==> src/rtl/button_debounce_fsm.sv <==
// Push-button conditioner: two-flop synchroniser, counter-qualified Moore debounce FSM,
// registered level plus press/release pulses. Define LONG_PRESS_EN to add the long-press pulse.
module button_debounce_fsm #(
    parameter int unsigned DEBOUNCE_CYCLES   = 270000,
    parameter bit          ACTIVE_HIGH       = 1'b1,
    parameter int unsigned LONG_PRESS_CYCLES = 27000000
) (
    input  logic clk,
    input  logic rst,
    input  logic btn_raw,
    output logic btn_level,
    output logic press_pulse,
    output logic release_pulse,
    output logic long_press
);

    localparam int unsigned    CNT_W     = $clog2(DEBOUNCE_CYCLES);
    localparam logic [CNT_W-1:0] CNT_LAST = CNT_W'(DEBOUNCE_CYCLES - 1);
    // Raw pin level that normalises to "not pressed"
    localparam logic           SYNC_IDLE = ~ACTIVE_HIGH;

    if (DEBOUNCE_CYCLES < 2 || LONG_PRESS_CYCLES < 2) begin : g_param_check
        $error("button_debounce_fsm: DEBOUNCE_CYCLES and LONG_PRESS_CYCLES must be >= 2");
    end

    typedef enum logic [1:0] {
        ST_RELEASED     = 2'b00,
        ST_PRESS_WAIT   = 2'b01,
        ST_PRESSED      = 2'b10,
        ST_RELEASE_WAIT = 2'b11
    } state_e;

    state_e           state_q, state_d;
    logic [CNT_W-1:0] count_q, count_d;
    logic             s1_q, s1_d;
    logic             s2_q, s2_d;
    logic             level_q, level_d;
    logic             press_q, press_d;
    logic             release_q, release_d;
    logic             btn_act;

    assign btn_act = ACTIVE_HIGH ? s2_q : ~s2_q;

    // Synchroniser, debounce FSM and registered outputs
    always_comb begin
        s1_d      = btn_raw;
        s2_d      = s1_q;
        state_d   = state_q;
        count_d   = count_q;
        press_d   = 1'b0;
        release_d = 1'b0;

        case (state_q)
            ST_RELEASED: begin
                if (btn_act) begin
                    state_d = ST_PRESS_WAIT;
                    count_d = '0;
                end
            end
            ST_PRESS_WAIT: begin
                if (!btn_act) begin
                    state_d = ST_RELEASED;
                    count_d = '0;
                end else if (count_q == CNT_LAST) begin
                    state_d = ST_PRESSED;
                    count_d = '0;
                    press_d = 1'b1;
                end else begin
                    count_d = count_q + CNT_W'(1);
                end
            end
            ST_PRESSED: begin
                if (!btn_act) begin
                    state_d = ST_RELEASE_WAIT;
                    count_d = '0;
                end
            end
            ST_RELEASE_WAIT: begin
                if (btn_act) begin
                    state_d = ST_PRESSED;
                    count_d = '0;
                end else if (count_q == CNT_LAST) begin
                    state_d   = ST_RELEASED;
                    count_d   = '0;
                    release_d = 1'b1;
                end else begin
                    count_d = count_q + CNT_W'(1);
                end
            end
            default: begin
                state_d = ST_RELEASED;
                count_d = '0;
            end
        endcase

        level_d = (state_d == ST_PRESSED) || (state_d == ST_RELEASE_WAIT);
    end

    always_ff @(posedge clk) begin
        if (!rst) begin
            s1_q      <= SYNC_IDLE;
            s2_q      <= SYNC_IDLE;
            state_q   <= ST_RELEASED;
            count_q   <= '0;
            level_q   <= 1'b0;
            press_q   <= 1'b0;
            release_q <= 1'b0;
        end else begin
            s1_q      <= s1_d;
            s2_q      <= s2_d;
            state_q   <= state_d;
            count_q   <= count_d;
            level_q   <= level_d;
            press_q   <= press_d;
            release_q <= release_d;
        end
    end

    assign btn_level     = level_q;
    assign press_pulse   = press_q;
    assign release_pulse = release_q;

`ifdef LONG_PRESS_EN
    localparam int unsigned       HOLD_W    = $clog2(LONG_PRESS_CYCLES);
    localparam logic [HOLD_W-1:0] HOLD_LAST = HOLD_W'(LONG_PRESS_CYCLES - 1);

    logic [HOLD_W-1:0] hold_q, hold_d;
    logic              long_done_q, long_done_d;
    logic              long_q, long_d;

    // Hold timer runs only in PRESSED, freezes across release bounces, one pulse per press
    always_comb begin
        hold_d      = hold_q;
        long_done_d = long_done_q;
        long_d      = 1'b0;
        if (state_d == ST_RELEASED) begin
            hold_d      = '0;
            long_done_d = 1'b0;
        end else if (state_q == ST_PRESSED && !long_done_q) begin
            if (hold_q == HOLD_LAST) begin
                long_d      = 1'b1;
                long_done_d = 1'b1;
            end else begin
                hold_d = hold_q + HOLD_W'(1);
            end
        end
    end

    always_ff @(posedge clk) begin
        if (!rst) begin
            hold_q      <= '0;
            long_done_q <= 1'b0;
            long_q      <= 1'b0;
        end else begin
            hold_q      <= hold_d;
            long_done_q <= long_done_d;
            long_q      <= long_d;
        end
    end

    assign long_press = long_q;
`else
    assign long_press = 1'b0;
`endif

endmodule

==> config.mk <==
export PLATFORM = sky130hd
export DESIGN_NAME = button_debounce_fsm
export DESIGN_NICKNAME = d
export VERILOG_FILES = /design/src/rtl/button_debounce_fsm.sv
export SDC_FILE = /design/constraint.sdc
export NUM_CORES = 1
export LEC_CHECK = 0
export ABC_AREA = 1
export BUFFER_PORTS_ARGS = -buffer_cell sky130_fd_sc_hd__buf_4
export CORE_AREA = 2 2 63 65
export CTS_CLUSTER_SIZE = 24
export DETAILED_ROUTE_END_ITERATION = 10
export DIE_AREA = 0 0 65 67
export SLEW_MARGIN = 30
export SYNTH_ARGS = -nofsm -noshare
export SYNTH_HDL_FRONTEND = slang
export SYNTH_SLANG_ARGS = --single-unit
==> constraint.sdc <==
create_clock -name clk -period 3.5 [get_ports clk]
set_input_delay 0.7 -clock clk [delete_from_list [all_inputs] [get_ports clk]]
set_output_delay 0.7 -clock clk [all_outputs]
set_load 0.02 [all_outputs]
==> results of run 1 <==
[cell families (layout without fill, tap and decap cells)]
kind of cell / Yosys count / count (layout) / share of synthesized area, %
AOI/OAI and AO/OA: 7 / 7 / 2.437
xor gates and xnor gates: 6 / 6 / 3.655
adders and majority gates: 1 / 1 / 0.8702
buffers and inverters: 30 / 35 / 9.834
DFF: 26 / 26 / 36.21
other: 1 / 1 / 0.2608
and+or+nand+nor: 133 / 133 / 46.74
[placed cells by master, fill, tap and decap left out, drive strengths merged, types with 5 or more instances in the layout]
master,netlist,routed
nand2,53,53
nor2,49,49
dfxtp,26,26
inv,26,26
nand3,17,17
nand4,9,9
buf,4,5
[metal layers]
layer  up-vias  share of wire (%)  wire (µm)  GRT usage [%]
met5         -                  0          0              0
met2        10                 45       1198          22.29
met1       526                 52       1372          19.22
li1        642                  -          -              -
met4         0               0.80         21          3.191
met3         2                1.8         47          2.027
[power groups by stage]
stage               clock, µW  sequential [µW]  combinational [µW]
CTS                       200              298                21.2
detailed placement          0              305                21.1
floorplan                   0              304                20.4
global route              214              298                22.9
global placement            0              304                20.9
finish                    194              298                20.4
[worst min-delay path by stage]
| stage | slack, ns | start | end |
|---|---|---|---|
| detailed placement | 0.41 | s1_q | btn_act |
| global placement | 0.40 | s1_q | btn_act |
| floorplan | 0.39 | s1_q | btn_act |
| global route | 0.44 | s1_q | btn_act |
| finish | 0.42 | s1_q | btn_act |
| CTS | 0.43 | s1_q | btn_act |
[tightest hold or removal path: cells and delay by family (launching register included)]
kind                   cells  cell delay [ns]
DFF                        1             0.31
and+or+nand+nor            1             0.05
buffers and inverters      1             0.03
[stage by stage]
stage | cell area (µm²) | hold slack [ns] | worst slack, ns | total power (µW) | utilization [%]
finish | 1546 | 0.4241 | 2.013 | 512.2 | 42.89
global route | 1546 | 0.4447 | 1.834 | 534.7 | 42.89
CTS | 1546 | 0.4314 | 1.981 | 518.8 | 42.89
detailed placement | 1491 | 0.4141 | 1.996 | 325.7 | 41.36
global placement | 1491 | 0.4004 | 2.067 | 325.3 | 41.36
floorplan | 1438 | 0.3900 | 2.170 | 324.8 | -
[registers in the layout, indices dropped and copies added (netlist names)]
name	flops
btn_act	1
btn_level	1
count_q	19
press_pulse	1
release_pulse	1
s1_q	1
state_q	2
[layout make-up]
class / count / share of cell area, %
multi-input cells: 148 / 50.16
flip-flops and latches: 26 / 33.66
inverters: 26 / 6.311
well taps: 48 / 3.884
clock buffers: 4 / 3.560
repair buffers: 5 / 2.427
==> results.sh, run 1 <==
export IMPL_outcome="complete, no violations"
export IMPL_cells_on_worst_hold_path=2
export IMPL_power_switching_uw=109.7
export IMPL_final_setup_tns_ns=0
export IMPL_cts_hold_buffers=0
export IMPL_cap_viol_max_count=0
export IMPL_core_um2=3606
export IMPL_gp_congestion=0.7748
export IMPL_synthDistinctLibCells=25
export IMPL_setup_buffers_after_cts=0
export IMPL_routed_via_count=1180
export IMPL_synth_seq_cells=26
export IMPL_clk_latency_ns=0.27
export IMPL_synth_async_reset_ratio_pct=0
export IMPL_routed_wire_length_per_instance_um=10.27
export IMPL_unrepaired_setup_endpoints_after_global_routing="no"
export IMPL_synthToLayoutAreaGrowth_pct=7.572
export IMPL_setup_worst_path_start_class="flip-flop"
export IMPL_yosysTopAreaCellShare_pct=36.21
export IMPL_drc=0
export IMPL_number_of_placed_instances_taps_included=253
export IMPL_grt_first_pass_wirelength_mm=4.678
export IMPL_crit_cells=8
export IMPL_fin_crit_sh_pct=42.49
export IMPL_worst_path_max_fanout=16
export IMPL_path_cells="ha_1 > inv_1 > nor2_4 > nand3_2 > nand2_2 > nand2_2 > nand2_4 > nor2_1"
export IMPL_tritoncts="built"
export IMPL_crit_reg2reg_capture="count_q[9]"
export IMPL_ff2ff_setup_slack_ns=2.01
export IMPL_max_vdd_ir_drop_uv=202.5
export IMPL_report_final_slew_viol_count=0
export IMPL_number_of_cell_rows=22
export IMPL_worst_r2r_path_depth=8
export IMPL_clock_power_share_pct=37.9
export IMPL_h_tree_depth=1
export IMPL_number_of_buffers_and_inverters_on_the_critical_path=1
export IMPL_area_taken_by_multi_input_logic_gates_um2=775.7
export IMPL_leakage_component_of_the_power_uw=0.0005513
export IMPL_grt_pass1_vias=1040
export IMPL_maxClockFrequency_ghz=0.6724
export IMPL_hold_violations=0
export IMPL_syn_cell_area_um2=1438
export IMPL_cp_slowest_cell="dfxtp_1"
export IMPL_cts_root_to_sink_buffers=2
export IMPL_synth_enable_flop_cells=0
export IMPL_power_share_sequential_pct=58.1
export IMPL_track_usage_pct=13.77
export IMPL_grt_start_max_net_pins=17
export IMPL_synth_cells=204
export IMPL_layout_area_seq_um2=520.5
export IMPL_synth_nets=208
export IMPL_viasPerCell=4.591
export IMPL_gr_total_overflow=0
export IMPL_post_layout_nonfiller_instances=257
export IMPL_worst_path_arrival_time_ns=1.64
export IMPL_cts_buffers=3
export IMPL_fill_cell_total_of_the_finished_layout=376
export IMPL_dp_final_hpwl_mm=2.061
export IMPL_cts_sinks=26
export IMPL_antenna_cells=0
export IMPL_cts_root_buffer="clkbuf_8"
export IMPL_drt_iter0_drc=34
export IMPL_timing_critical_path_mode_cell="nand2_2"
export IMPL_stage_delay_of_the_slowest_cell_on_the_critical_path_ns=0.37
export IMPL_fin_nets=214
export IMPL_synth_seq_area_share_pct=36.21
export IMPL_pin_count=7
export IMPL_fp_dieArea_um2=4355
export IMPL_dieWidth_um=65
export IMPL_detailedRoute_firstPassIterationCount=4
export IMPL_synthTopCellsByArea="dfxtp_1, nand2_1, nor2_1"
export IMPL_setup_viol=0
export IMPL_power_internal_uw=402.5
export IMPL_ys_warnings_count=0
export IMPL_post_cts_resized=0
export IMPL_cell_area_power_density_nw_per_um2=331.2
export IMPL_setup_worst_path_start="count_q[1]"
export IMPL_switching_share_pct=21.42
export IMPL_timing_critical_path_required_ns=3.66
export IMPL_synth_area_per_cell_um2=7.047
export IMPL_number_of_antenna_violations_at_the_first_check_in_global_routing=0
export IMPL_postRouteWirelength_mm=2.639
export IMPL_final_layout_size_suffix_gt1_share_pct=19.62
export IMPL_path_clk_slew_ns=0.09
export IMPL_synth_largest_area_cell="dfxtp_1"
export IMPL_timing_critical_path_to="count_q[9]"
export IMPL_crit_path_leading_delay_family="simple AND/OR/NAND/NOR gates"
export IMPL_route_antenna_remaining_nets=0
export IMPL_r2r_start="count_q[1]"
export IMPL_period_needed_ns=1.487
export IMPL_die_height_um=67
export IMPL_power_combinational_fraction_pct=4.0
export IMPL_synth_ff_type="dfxtp_1"
export IMPL_max_clock_skew_ns=0.005027
export IMPL_critPathKind="flip-flop to flip-flop"
export IMPL_synth_most_common_cell="nand2_1"
export IMPL_initial_utilization_pct=39.87
export IMPL_holdCritPathClass="flip-flop to flip-flop"
export IMPL_synthTopCellsByCount="nand2_1, nor2_1, dfxtp_1"
export IMPL_buffer_ports_inserted=5
export IMPL_setup_worst_path_end_class="flip-flop"
No activity file was read; power rests on OpenSTA's default activity.
==> inputs of run 2 (changes only) <==
Clock period 3.5 ns to 1.4 ns, I/O delays scaled along.
==> results.sh, run 2 (synthesis gave the netlist of run 1 again) <==
export IMPL_h_tree_depth=1
export IMPL_postRouteWirelength_mm=3.161
export IMPL_detailedRoute_firstPassIterationCount=4
export IMPL_cts_sinks=26
export IMPL_cts_hold_buffers=0
export IMPL_gp_congestion=0.7795
export IMPL_grt_first_pass_wirelength_mm=5.244
export IMPL_grt_start_max_net_pins=16
export IMPL_initial_utilization_pct=39.87
export IMPL_setup_viol=0
export IMPL_crit_path_leading_delay_family="simple AND/OR/NAND/NOR gates"
export IMPL_hold_worst_slack_ns=0.1978
export IMPL_number_of_antenna_violations_at_the_first_check_in_global_routing=0
export IMPL_pin_count=7
export IMPL_met3WireLength_um=110
export IMPL_setup_worst_path_end_class="flip-flop"
export IMPL_setup_worst_path_start="count_q[1]"
export IMPL_ff2ff_setup_slack_ns=0.05
export IMPL_r2r_start="count_q[1]"
export IMPL_path_cells="ha_4 > inv_1 > nor2_4 > nand3_2 > nand2_2 > nand2_4 > buf_6 > nand3_2 > inv_1"
export IMPL_tritoncts="built"
export IMPL_dp_final_hpwl_mm=2.275
export IMPL_number_of_cell_rows=22
export IMPL_cts_root_to_sink_buffers=2
export IMPL_fin_total_pwr_uw=1445
export IMPL_core_um2=3606
export IMPL_timing_critical_path_to="count_q[2]"
export IMPL_final_layout_size_suffix_gt1_share_pct=34.76
export IMPL_cts_root_buffer="clkbuf_8"
export IMPL_max_clock_skew_ns=0.002631
export IMPL_fp_dieArea_um2=4355
export IMPL_stage_delay_of_the_slowest_cell_on_the_critical_path_ns=0.37
export IMPL_dieWidth_um=65
export IMPL_crit_reg2reg_capture="count_q[2]"
export IMPL_holdCritPathClass="input pin to flip-flop"
export IMPL_largest_registers="count_q (19), state_q (2)"
export IMPL_wl_met1_mm=1.486
export IMPL_maxClockFrequency_ghz=0.7404
export IMPL_route_antenna_remaining_nets=0
export IMPL_unrepaired_setup_endpoints_after_global_routing="yes"
export IMPL_drt_iter0_drc=35
export IMPL_cts_buffers=3
export IMPL_fill_cell_total_of_the_finished_layout=359
export IMPL_topRoutingLayerUsed="met4"
export IMPL_worst_path_arrival_time_ns=1.53
export IMPL_cap_viol_max_count=0
export IMPL_routed_via_count=1268
export IMPL_outcome="complete, no violations"
export IMPL_die_height_um=67
export IMPL_worst_path_max_fanout=5
export IMPL_buffer_ports_inserted=5
export IMPL_hold_violations=0
export IMPL_viasPerCell=4.512
export IMPL_max_vdd_ir_drop_uv=430.8
export IMPL_drc=0
export IMPL_mostFrequentLayoutCell="nand2_1"
export IMPL_cp_slowest_cell="dfxtp_2"
export IMPL_clk_latency_ns=0.27
export IMPL_gr_total_overflow=0
export IMPL_worst_r2r_path_depth=9
export IMPL_report_final_slew_viol_count=0
export IMPL_leakage_component_of_the_power_uw=0.0006874
export IMPL_path_clk_slew_ns=0.09
export IMPL_track_usage_pct=15.94
export IMPL_period_needed_ns=1.351
export IMPL_largest_register_by_flop_count="count_q"
export IMPL_crit_cells=9
export IMPL_routed_wire_length_per_instance_um=11.25
export IMPL_grt_pass1_vias=1181
export IMPL_setup_worst_path_start_class="flip-flop"
export IMPL_commonest_non_fill_non_tap_cells_in_the_layout="nand2_1, buf_4, nor2_1"
export IMPL_fin_nets=238
export IMPL_number_of_buffers_and_inverters_on_the_critical_path=3
export IMPL_antenna_cells=0
export IMPL_largest_reg_flops=19
export IMPL_synthToLayoutAreaGrowth_pct=26.46
export IMPL_cell_area_power_density_nw_per_um2=794.6
export IMPL_timing_critical_path_required_ns=1.58
export IMPL_fin_crit_sh_pct=96.47
export IMPL_met2_length_mm=1.510
export IMPL_critPathKind="flip-flop to flip-flop"
run 2: cell types whose count changed in the layout (fill, tap and decap cells not counted), sizes merged:
cell / before / now
bufinv: 0 / 1
clkbuf: 4 / 3
buf: 5 / 28
nand2: 53 / 54
run 2: worst min path at each step:
stage | start | depth (start not counted) | slack, ns | end
2_1_floorplan | rst | 2 | 0.37 | btn_act
3_5_place_dp | s1_q | 2 | 0.42 | btn_act
6_report | btn_raw | 3 | 0.20 | s1_q
3_3_place_gp | s1_q | 2 | 0.40 | btn_act
4_1_cts | btn_raw | 3 | 0.20 | s1_q
5_1_grt | btn_raw | 3 | 0.20 | s1_q
run 2: area by class of cell:
class                           count  area, µm²  share of cell area, %
Multi-Input combinational cell    149      844.6                  46.46
Inverter                           26      97.59                  5.368
Timing Repair Buffer               28      214.0                  11.77
Clock inverter                      1      30.03                  1.652
Sequential cell                    26      530.5                  29.18
Tap cell                           48      60.06                  3.304
Clock buffer                        3      41.29                  2.271
run 2: per-stage QoR:
step	setup slack (ns)	area, µm²	instances	utilization [%]	TNS [ns]
4_1_cts	0.006006	1742	278	48.30	0
3_5_place_dp	-0.06645	1642	273	45.52	-0.4443
5_1_grt	-0.03756	1818	281	50.42	-0.2764
2_1_floorplan	0.06972	1438	204	-	0
3_3_place_gp	0.01282	1642	273	45.52	0
6_report	0.04940	1818	281	50.42	0
run 2: what timing repair did:
item | 4_1_cts | 5_1_grt
endpoints found under the setup margin | 16 | 21
pin swaps | 1 | 8
gates resized for setup | 4 | 19
gates cloned | 1 | 0
buffers inserted | 0 | 3
run 2: routing by layer:
layer	vias up	track usage, %
li1	692	-
met1	545	20.10
met2	26	26.80
met3	5	2.534
met4	0	6.915
met5	-	0
run 2: tightest hold or removal path, cell delays in order:
cell	delay, ns
buf_4	0.08
nand2_1	0.04
inv_1	0.05
run 2: power by group:
group	total, µW	internal [µW]	switching [µW]
Combinational	76.0	22.9	53.2
Clock	625	383	242
Sequential	744	742	1.56
==> inputs of run 3 (changes only) <==
Settings changed: CORE_AREA 2 2 63 65 to 2 2 53 55, DIE_AREA 0 0 65 67 to 0 0 55 57, PLACE_DENSITY from default to 0.74.
==> results.sh, run 3 (synthesis gave the netlist of run 1 again) <==
export IMPL_cp_slowest_cell="dfxtp_1"
export IMPL_largest_register_by_flop_count="count_q"
export IMPL_antenna_cells=0
export IMPL_path_clk_slew_ns=0.15
export IMPL_grt_start_max_net_pins=17
export IMPL_cts_sinks=26
export IMPL_max_clock_skew_ns=0.01383
export IMPL_outcome="complete, no violations"
export IMPL_report_final_slew_viol_count=0
export IMPL_tritoncts="built"
export IMPL_dp_final_hpwl_mm=2.251
export IMPL_post_layout_nonfiller_instances=261
export IMPL_stage_delay_of_the_slowest_cell_on_the_critical_path_ns=0.37
export IMPL_largest_reg_flops=19
export IMPL_gp_congestion=0.8801
export IMPL_worst_path_arrival_time_ns=1.57
export IMPL_final_layout_size_suffix_gt1_share_pct=34.78
export IMPL_mostFrequentLayoutCell="nand2_1"
export IMPL_fin_nets=235
export IMPL_fill_cell_total_of_the_finished_layout=220
export IMPL_postRouteWirelength_mm=3.345
export IMPL_fp_dieArea_um2=3135
export IMPL_pin_count=7
export IMPL_crit_path_leading_delay_family="simple AND/OR/NAND/NOR gates"
export IMPL_viasPerCell=5.261
export IMPL_gr_total_overflow=0
export IMPL_cap_viol_max_count=0
export IMPL_buffer_ports_inserted=5
export IMPL_commonest_non_fill_non_tap_cells_in_the_layout="nand2_1, nor2_1, inv_1, buf_4, nor2_2"
export IMPL_worst_path_max_fanout=8
export IMPL_path_cells="inv_1 > nand3b_1 > nor2_2 > nand3_2 > nand2_2 > nand2_4 > nand2_8 > nor2_1"
export IMPL_critPathKind="flip-flop to flip-flop"
export IMPL_fin_crit_sh_pct=95.87
export IMPL_routed_wire_length_per_instance_um=12.82
export IMPL_cts_root_buffer="clkbuf_4"
export IMPL_detailedRoute_firstPassIterationCount=4
export IMPL_timing_critical_path_required_ns=1.63
export IMPL_setup_viol=0
export IMPL_drc=0
export IMPL_period_needed_ns=1.342
export IMPL_number_of_placed_instances_taps_included=250
export IMPL_cts_root_to_sink_buffers=2
export IMPL_cell_area_power_density_nw_per_um2=765.5
export IMPL_hold_violations=0
export IMPL_drt_iter0_drc=49
export IMPL_final_setup_tns_ns=0
export IMPL_setup_worst_path_end_class="flip-flop"
export IMPL_initial_utilization_pct=54.98
export IMPL_clk_latency_ns=0.33
export IMPL_route_antenna_remaining_nets=0
export IMPL_leakage_component_of_the_power_uw=0.0006712
export IMPL_routed_via_count=1373
export IMPL_number_of_cell_rows=19
export IMPL_cts_buffers=3
export IMPL_setup_worst_path_start_class="flip-flop"
export IMPL_synthToLayoutAreaGrowth_pct=22.45
export IMPL_grt_first_pass_wirelength_mm=5.209
export IMPL_grt_pass1_vias=1260
export IMPL_number_of_buffers_and_inverters_on_the_critical_path=1
export IMPL_max_vdd_ir_drop_uv=806.7
export IMPL_number_of_antenna_violations_at_the_first_check_in_global_routing=0
export IMPL_core_um2=2615
export IMPL_holdCritPathClass="input pin to flip-flop"
export IMPL_cts_hold_buffers=0
export IMPL_h_tree_depth=1
export IMPL_dieWidth_um=55
export IMPL_maxClockFrequency_ghz=0.7450
export IMPL_largest_registers="count_q (19), state_q (2)"
export IMPL_die_height_um=57
export IMPL_track_usage_pct=22.50
[run 3: final timing paths]
kind / start / to / slack [ns] / depth (start not counted)
worst max-delay path: count_q[16] / count_q[9] / 0.06 / 8
worst min-delay path: btn_raw / s1_q / 0.12 / 3
worst max register to register: count_q[16] / count_q[9] / 0.06 / 8
worst min register to register: s1_q / btn_act / 0.44 / 2
[run 3: worst reg2reg max path: cells and delay by family, from the launching register on]
family / cells / cell delay [ns]
and+or+nand+nor: 7 / 0.75
DFF: 1 / 0.37
buffers and inverters: 1 / 0.11
[run 3: report_power, final]
| group | switching [µW] | internal, µW |
|---|---|---|
| clock | 228 | 290 |
| combinational | 53.4 | 31.7 |
| sequential | 1.44 | 743 |
| total | 283 | 1060 |
[run 3: metal layers]
metal	wire [µm]	up-vias	share of wire [%]	GRT usage, %
met1	1401	634	42	28.17
met4	146	0	4.4	13.59
li1	-	688	-	-
met5	0	-	0	0
met3	121	13	3.6	3.927
met2	1675	38	50	35.20
[run 3: through the flow]
stage	util, %	area [µm²]	total power (µW)	setup WS (ns)	hold WS, ns
2_1_floorplan	-	1438	812.1	0.06972	0.3735
3_3_place_gp	60.24	1575	813.6	0.06006	0.4119
3_5_place_dp	60.24	1575	814.7	-0.03029	0.4053
4_1_cts	62.58	1637	1338	0.003456	0.1121
5_1_grt	67.32	1760	1395	-0.05382	0.1187
6_report	67.32	1760	1348	0.05779	0.1160
[run 3: area by class of cell]
| cell class | count | area (µm²) | area share, % |
|---|---|---|---|
| Timing Repair Buffer | 25 | 191.4 | 10.87 |
| Multi-Input combinational cell | 149 | 847.1 | 48.12 |
| Sequential cell | 26 | 533.0 | 30.28 |
| Inverter | 26 | 97.59 | 5.544 |
| Clock inverter | 1 | 30.03 | 1.706 |
| Tap cell | 31 | 38.79 | 2.203 |
| Clock buffer | 3 | 22.52 | 1.279 |
[run 3: repair_timing]
| item | 4_1_cts | 5_1_grt |
|---|---|---|
| gates resized for setup | 1 | 25 |
| endpoints found under the hold margin | 0 | 0 |
| pin swaps | 0 | 11 |
| buffers inserted | 0 | 6 |
| endpoints found under the setup margin | 8 | 21 |
| cloned | 0 | 1 |
